--- src/rtl/bf16_operand_sequencer.sv ---
// Issue stage for bf16_unit: takes one command, packs its operands into the
// unit's slots, waits a fixed latency and returns the unit result over a
// valid/ready response channel, one operation at a time.
//
// state | meaning
// IDLE  | waiting for a command
// LOAD  | accepting operand words into slots
// WAIT  | operands held, counting down LATENCY to result sample
// RESP  | result or error held until consumed
module bf16_operand_sequencer #(
    parameter int LATENCY = 3
) (
    input  logic        clk,
    input  logic        reset,
    input  logic        cmd_valid,
    output logic        cmd_ready,
    input  logic [4:0]  cmd_funct5,
    input  logic [4:0]  cmd_nops,
    input  logic        op_valid,
    output logic        op_ready,
    input  logic [15:0] op_data,
    output logic [15:0] unit_in1,
    output logic [15:0] unit_in2,
    output logic [15:0] unit_in3,
    output logic [15:0] unit_in4,
    output logic [15:0] unit_in5,
    output logic [15:0] unit_in6,
    output logic [15:0] unit_in7,
    output logic [15:0] unit_in8,
    output logic [15:0] unit_in9,
    output logic [15:0] unit_in10,
    output logic [15:0] unit_in11,
    output logic [15:0] unit_in12,
    output logic [15:0] unit_in13,
    output logic [15:0] unit_in14,
    output logic [15:0] unit_in15,
    output logic [15:0] unit_in16,
    output logic [15:0] unit_in17,
    output logic [15:0] unit_in18,
    output logic [4:0]  unit_funct5,
    input  logic [15:0] unit_result,
    output logic        rsp_valid,
    input  logic        rsp_ready,
    output logic [15:0] rsp_result,
    output logic        rsp_err,
    output logic        busy
);

    localparam int NSLOTS = 18;

    typedef enum logic [1:0] {IDLE, LOAD, WAIT, RESP} state_t;

    state_t                   state, state_nxt;
    logic [NSLOTS-1:0][15:0]  slot_q;
    logic [4:0]               funct5_q;
    logic [4:0]               count_q;
    logic [4:0]               nops_q;
    logic [3:0]               wait_cnt_q;
    logic [15:0]              result_q;
    logic                     err_q;

    logic cmd_legal;
    logic last_op;
    logic wait_done;

    assign cmd_legal = (cmd_nops != 5'd0) && (cmd_nops <= 5'd18);
    assign last_op   = (count_q == nops_q - 5'd1);
    // Counter at 1 means this edge takes it to zero: the sample edge.
    assign wait_done = (wait_cnt_q == 4'd1);

    // State register.
    always_ff @(posedge clk or negedge reset) begin
        if (!reset) state <= IDLE;
        else        state <= state_nxt;
    end

    // Next-state decode from handshakes and the wait counter.
    always_comb begin
        state_nxt = state;
        case (state)
            IDLE: if (cmd_valid) state_nxt = cmd_legal ? LOAD : RESP;
            LOAD: if (op_valid && last_op) state_nxt = WAIT;
            WAIT: if (wait_done) state_nxt = RESP;
            RESP: if (rsp_ready) state_nxt = IDLE;
            default: state_nxt = IDLE;
        endcase
    end

    // Operand slots, funct5, counters and response capture.
    always_ff @(posedge clk or negedge reset) begin
        if (!reset) begin
            slot_q     <= '0;
            funct5_q   <= '0;
            count_q    <= '0;
            nops_q     <= '0;
            wait_cnt_q <= '0;
            result_q   <= '0;
            err_q      <= 1'b0;
        end else begin
            case (state)
                IDLE: begin
                    if (cmd_valid) begin
                        funct5_q <= cmd_funct5;
                        slot_q   <= '0;
                        count_q  <= '0;
                        nops_q   <= cmd_nops;
                        if (!cmd_legal) begin
                            err_q    <= 1'b1;
                            result_q <= '0;
                        end
                    end
                end
                LOAD: begin
                    if (op_valid) begin
                        slot_q[count_q] <= op_data;
                        count_q         <= count_q + 5'd1;
                        if (last_op) wait_cnt_q <= 4'(LATENCY);
                    end
                end
                WAIT: begin
                    wait_cnt_q <= wait_cnt_q - 4'd1;
                    if (wait_done) begin
                        result_q <= unit_result;
                        err_q    <= 1'b0;
                    end
                end
                default: ;
            endcase
        end
    end

    assign cmd_ready  = (state == IDLE);
    assign op_ready   = (state == LOAD);
    assign rsp_valid  = (state == RESP);
    assign busy       = (state != IDLE);
    assign rsp_result = result_q;
    assign rsp_err    = err_q;

    assign unit_funct5 = funct5_q;
    assign unit_in1    = slot_q[0];
    assign unit_in2    = slot_q[1];
    assign unit_in3    = slot_q[2];
    assign unit_in4    = slot_q[3];
    assign unit_in5    = slot_q[4];
    assign unit_in6    = slot_q[5];
    assign unit_in7    = slot_q[6];
    assign unit_in8    = slot_q[7];
    assign unit_in9    = slot_q[8];
    assign unit_in10   = slot_q[9];
    assign unit_in11   = slot_q[10];
    assign unit_in12   = slot_q[11];
    assign unit_in13   = slot_q[12];
    assign unit_in14   = slot_q[13];
    assign unit_in15   = slot_q[14];
    assign unit_in16   = slot_q[15];
    assign unit_in17   = slot_q[16];
    assign unit_in18   = slot_q[17];

endmodule

--- config.mk ---
export PLATFORM = sky130hd
export DESIGN_NAME = bf16_operand_sequencer
export DESIGN_NICKNAME = d
export VERILOG_FILES = /design/src/rtl/bf16_operand_sequencer.sv
export SDC_FILE = /design/constraint.sdc
export NUM_CORES = 1
export LEC_CHECK = 0
export CORE_ASPECT_RATIO = 1.1
export CORE_MARGIN = 1.5
export CORE_UTILIZATION = 40
export CTS_CLUSTER_DIAMETER = 120
export DETAILED_ROUTE_END_ITERATION = 16
export GPL_ROUTABILITY_DRIVEN = 0
export PLACE_DENSITY = 0.71
export SLEW_MARGIN = 5
export SYNTH_ARGS = -nofsm -noshare
export SYNTH_HDL_FRONTEND = slang
export SYNTH_SLANG_ARGS = --single-unit
--- constraint.sdc ---
create_clock -name clk -period 1.95 [get_ports clk]
set_clock_uncertainty 0.1 [all_clocks]
set_input_delay 0.39 -clock clk [delete_from_list [all_inputs] [get_ports clk]]
set_output_delay 0.39 -clock clk [all_outputs]
set_load 0.05 [all_outputs]
* After elaboration in Yosys (flattened, before gate mapping)
Index checks and enable logic that the tools add are counted.
** Word-level totals
- Output and inout port bits :: 314
- Flip-flop bits (word level) :: 326
- Logic and storage cells :: 83
- Input bits :: 47
** Operators by class
- $lt $le $gt $ge :: 3
- Add/sub/neg operators :: 3
- Muxes and demuxes :: 26
- Reductions and logical operators :: 14
- Eq/ne operators :: 12
** Operators with widths (count)
- $mux W288 :: 2
- $pmux W288 S2 :: 1
- $bwmux W288 :: 1
- $demux W16 S5 :: 1
- $mux W16 :: 4
- $pmux W16 S2 :: 1
- $mux W2 :: 5
- $mux W5 :: 2
- $pmux W5 S2 :: 1
- $mux W4 :: 2
- $ne A2 B2 Y1 const B :: 4
- $pmux W2 S4 :: 1
- $pmux W4 S2 :: 1
- $reduce_and A4 Y1 :: 2
- $reduce_bool A2 Y1 :: 4
- $lt A5 B6 Y1 const B :: 1
- $ne A2 B1 Y1 const B :: 3
- $reduce_and A3 Y1 :: 2
- $add A5 B1 Y5 const B :: 1
- $eq A5 B5 Y1 :: 1
- $ge A5 B1 Y1 const B :: 1
- $le A5 B5 Y1 const B :: 1
- $reduce_bool A5 Y1 :: 1
- $sub A5 B1 Y5 const B :: 1
- 9 further kinds :: 14

* Depth between registers and ports, before layout
- Word-level depth :: 7
- Depth in mapped cells :: 10
- Mapped depth without buffers :: 7

* Worst setup path after synthesis
No wires, ideal clock.
- Path type :: flip-flop to flip-flop
- Start :: register state[0]
- End :: register result_q[10], in the netlist rsp_result[10]
- Path buffers :: 3
- Cell stages (with the launch flop) :: 10
- Required time :: 1729 ps
- Setup time :: 121 ps
- Clock period less this slack :: 2601 ps
- Arrival :: 2380 ps
- Path slack :: -651 ps
- Path through :: dfrtp_1 -> inv_1 -> ha_1 -> buf_4 -> inv_1 -> a221o_1 -> and3_1 -> buf_2 -> buf_2 -> a22o_1
** Between the ends
- Word-level cells in the longest chain between the ends :: 3
- Elaborated cells between the ends (all ways) :: 8
- Classes of those cells :: eq/ne: 4; mux: 1; reduce/logical: 3
** RTL lines
- start, declared :: RTL line 53 : state_t state, state_nxt;
- start signal, assigned :: RTL line 74 : else state <= state_nxt;
- $logic_not A2 Y1 *
- named net cmd_ready :: RTL line 16 : output logic cmd_ready,
- $ne A2 B2 Y1 (no line) / $reduce_bool A2 Y1 (equally long branches)
- $reduce_and A4 Y1 (no line)
- end signal, assigned :: RTL line 123 : result_q <= unit_result;
- end, declared :: RTL line 59 : logic [15:0] result_q;
Mark *: on every way through the listed nets, which the timed path passes. The rest lies on a longest branch.
A chain may end at the register's enable or synchronous reset.

* Final worst setup path
- Start :: register state[0]
- End :: register slot_q, in the netlist unit_in5[14]
** Between the ends
- Word-level cells in the longest chain between the ends :: 3
- Elaborated cells between the ends (all ways) :: 7
- Classes of those cells :: eq/ne: 3; mux: 1; reduce/logical: 3
** RTL lines
- $eq A2 B1 Y1 / $logic_not A2 Y1 (equally long branches) :: RTL line 100 : case (state)
- $ne A2 B2 Y1 (no line) / $reduce_bool A2 Y1 (equally long branches)
- $reduce_and A3 Y1 (no line)
- end signal, assigned by index :: RTL line 115 : slot_q[count_q] <= op_data;
- end, declared :: RTL line 54 : logic [NSLOTS-1:0][15:0] slot_q;
Parallel ways exist; a longest one is shown, timed or not.

==> flow_summary.json <==
{
  "ios": 361,
  "synth-seq-cells": 326,
  "cts_buffers": 35,
  "tightest_slew_ns": 0.5639,
  "synth_edf_count": 0,
  "cp.required_ns": 2.28,
  "synthCells": 1182,
  "drt-initial-drc-count": 634,
  "clock.fmax_mhz": 465.6,
  "first_pass_iters": 5,
  "finalPower_mw": 31.94,
  "clk_path_buf_depth": 3,
  "syn2layout_area_growth_pct": 64.30,
  "async_flop_share": 1.000,
  "setup_viol_count_final": 313,
  "ff2ff_path_depth": 10,
  "grt_pass1_vias": 11830,
  "rsz0062_at_grt": "yes",
  "antenna_found_initial": 0,
  "status": "complete, but fails checks",
  "grt_pass1_wl_mm": 70.39,
  "utilization": 0.6654,
  "chipWidth_um": 172.5,
  "cap_violations": 0,
  "core_um2": 31220,
  "ir_worst_vdd_uv": 737.8,
  "rows": 68,
  "yosysUniqueCellTypes": 54,
  "placed_area_um2": 16970,
  "die-area_um2": 32690,
  "grt_max_degree": 77,
  "worst_slack_ns": -0.1979,
  "dpl.hpwl_mm": 28.20,
  "cp-end-kind": "flip-flop",
  "drcViolationCount": 0,
  "yosysWarnings": 0,
  "vias": 11790,
  "wl_met2_mm": 24.74,
  "drt-met1-wl_mm": 18.63,
  "ant_nets": 0,
  "path_class": "flip-flop to flip-flop",
  "die_y_um": 189.5,
  "violations": "setup timing",
  "vias_per_cell": 5.604,
  "reg2reg_slack_ns": -0.20,
  "io_buffer_count": 360,
  "antenna_cells": 0,
  "initial_core_util": 0.4050,
  "design_area_um2": 20780,
  "synth.avg_cell_area_um2": 10.70,
  "final_max_slew_viol_count": 0,
  "yosys.area.top_type": "dfrtp_1",
  "ys_seq_area_frac": 0.6451,
  "clk_latency_ns": 0.51,
  "wl_met3_mm": 3.575,
  "drive_above_1_share": 0.4899,
  "synth.top_cell.area_share": 0.6451,
  "synth_area_leaders": "dfrtp_1 (65%), o21ai_0 (11%), nand3_1 (7.8%), nand2_1 (3.9%), clkbuf_1 (1.5%)",
  "final-hold-violation-count": 0,
  "crit_fanout": 12,
  "cts_sinks": 326,
  "cts_root_buf": "clkbuf_16",
  "syn-cell-area_um2": 12650,
  "clk_pin_slew_ns": 0.06,
  "grt_usage": 0.2794,
  "fin_crit_ns": 2.148,
  "wirelength_mm": 48.71,
  "htree_levels": 2,
  "crit_path_start_kind": "flip-flop",
  "leakage_nw": 9.767,
  "hold_class": "input port to asynchronous set/reset pin",
  "synth-main-ff-cell": "dfrtp_1",
  "fin_nets": 1718,
  "p_per_area_nw_per_um2": 1537,
  "top_layer": "met4",
  "grt_overflow_total": 0,
  "max_slew_margin": 0.6240,
  "fill_cells": 2264,
  "tritoncts": "built",
  "wl_per_cell_um": 23.15,
  "period_share": 1.101,
  "syn_nets": 1240,
  "arrival_ns": 2.47
}
## layer usage
layer	track usage	vias to the layer above
met5	0	-
met4	0.1032	0
met3	0.07229	119
met2	0.4809	527
met1	0.3382	5998
li1	-	5146
## synthesized netlist by cell type (all sizes together), types with 9 or more instances
cell type / n
mux2: 10
nor2: 11
nand4: 10
o21ai: 293
dfrtp: 326
a22o: 16
clkbuf: 50
inv: 11
ha: 11
nand3: 197
a21oi: 9
nand2: 132
buf: 50
## what timing repair did
item	4_1_cts	5_1_grt
endpoints found under the hold margin	65	0
endpoints found under the setup margin	313	317
setup buffers	30	12
pin swaps	62	58
gates resized for setup	302	266
hold buffers	1	0
cloned	21	16
## layout by cell type, fill, tap and decap left out, drive strengths merged, types with 10 or more instances in the layout
cell type and n:
nor2 12, nand2 132, ha 11, clkdlybuf4s50 45, clkbuf 68, mux2 10, nand4 10, nand3 197
inv 11, o21ai 293, buf 479, dfrtp 326, a22o 16
## cells by family after synthesis
group,Yosys count,synth area share
compound gates,338,0.1443
xor+xnor,8,0.006135
fa+ha+maj,11,0.01088
buf+inv,112,0.03948
flops,326,0.6451
mux,13,0.01158
simple gates,374,0.1426
## through the flow
step	TNS, ns	setup slack [ns]	hold WS, ns	cells
after floorplan	-53.95	-0.3252	-0.005591	1182
after global placement	-61.54	-0.3734	0.1990	1970
after detailed placement	-68.49	-0.4340	0.2015	1970
after CTS	-26.80	-0.1931	0.2613	2083
after global routing	-64.07	-0.3426	0.2653	2104
final	-36.14	-0.1979	0.2633	2104
## critical path: stages, from the launching register on
cell and delay, ns:
dfrtp_1 0.40, buf_6 0.13, ha_4 0.17, mux2i_4 0.22, buf_12 0.16, nor2_4 0.15
buf_4 0.14, buf_6 0.09, nand4_4 0.14, buf_12 0.20, o21ai_1 0.16
## final timing paths
| path | end | startpoint |
|---|---|---|
| max | unit_in5[14]$_DFFE_PN0P_ | state[0]$_DFFE_PN0P_ |
| min | rsp_result[10]$_DFFE_PN0P_ | reset |
| max reg2reg | unit_in5[14]$_DFFE_PN0P_ | state[0]$_DFFE_PN0P_ |
| min reg2reg | unit_in3[9]$_DFFE_PN0P_ | unit_in3[9]$_DFFE_PN0P_ |
| max in group asynchronous | unit_in7[1]$_DFFE_PN0P_ | reset |
| min in group clk | rsp_result[7]$_DFFE_PN0P_ | unit_result[7] |
## cell type report
cell class	instances	area [µm²]	share of cell area
well taps	420	525.5	0.02529
clock buffers	54	1049	0.05046
inverters	12	50.05	0.002409
flip-flops and latches	326	8158	0.3926
multi-input cells	746	5418	0.2607
clock inverters	7	75.07	0.003613
repair buffers	539	5503	0.2648
## power breakdown
part           total [mW]  internal (mW)  switching (mW)  leakage, nW
sequential           9.00           8.02           0.979         4.48
combinational        16.4           6.09            10.3         4.73
clock                6.52           3.84            2.68        0.554
total                31.9           18.0            14.0         9.77
(Power assumes the default switching activity.)
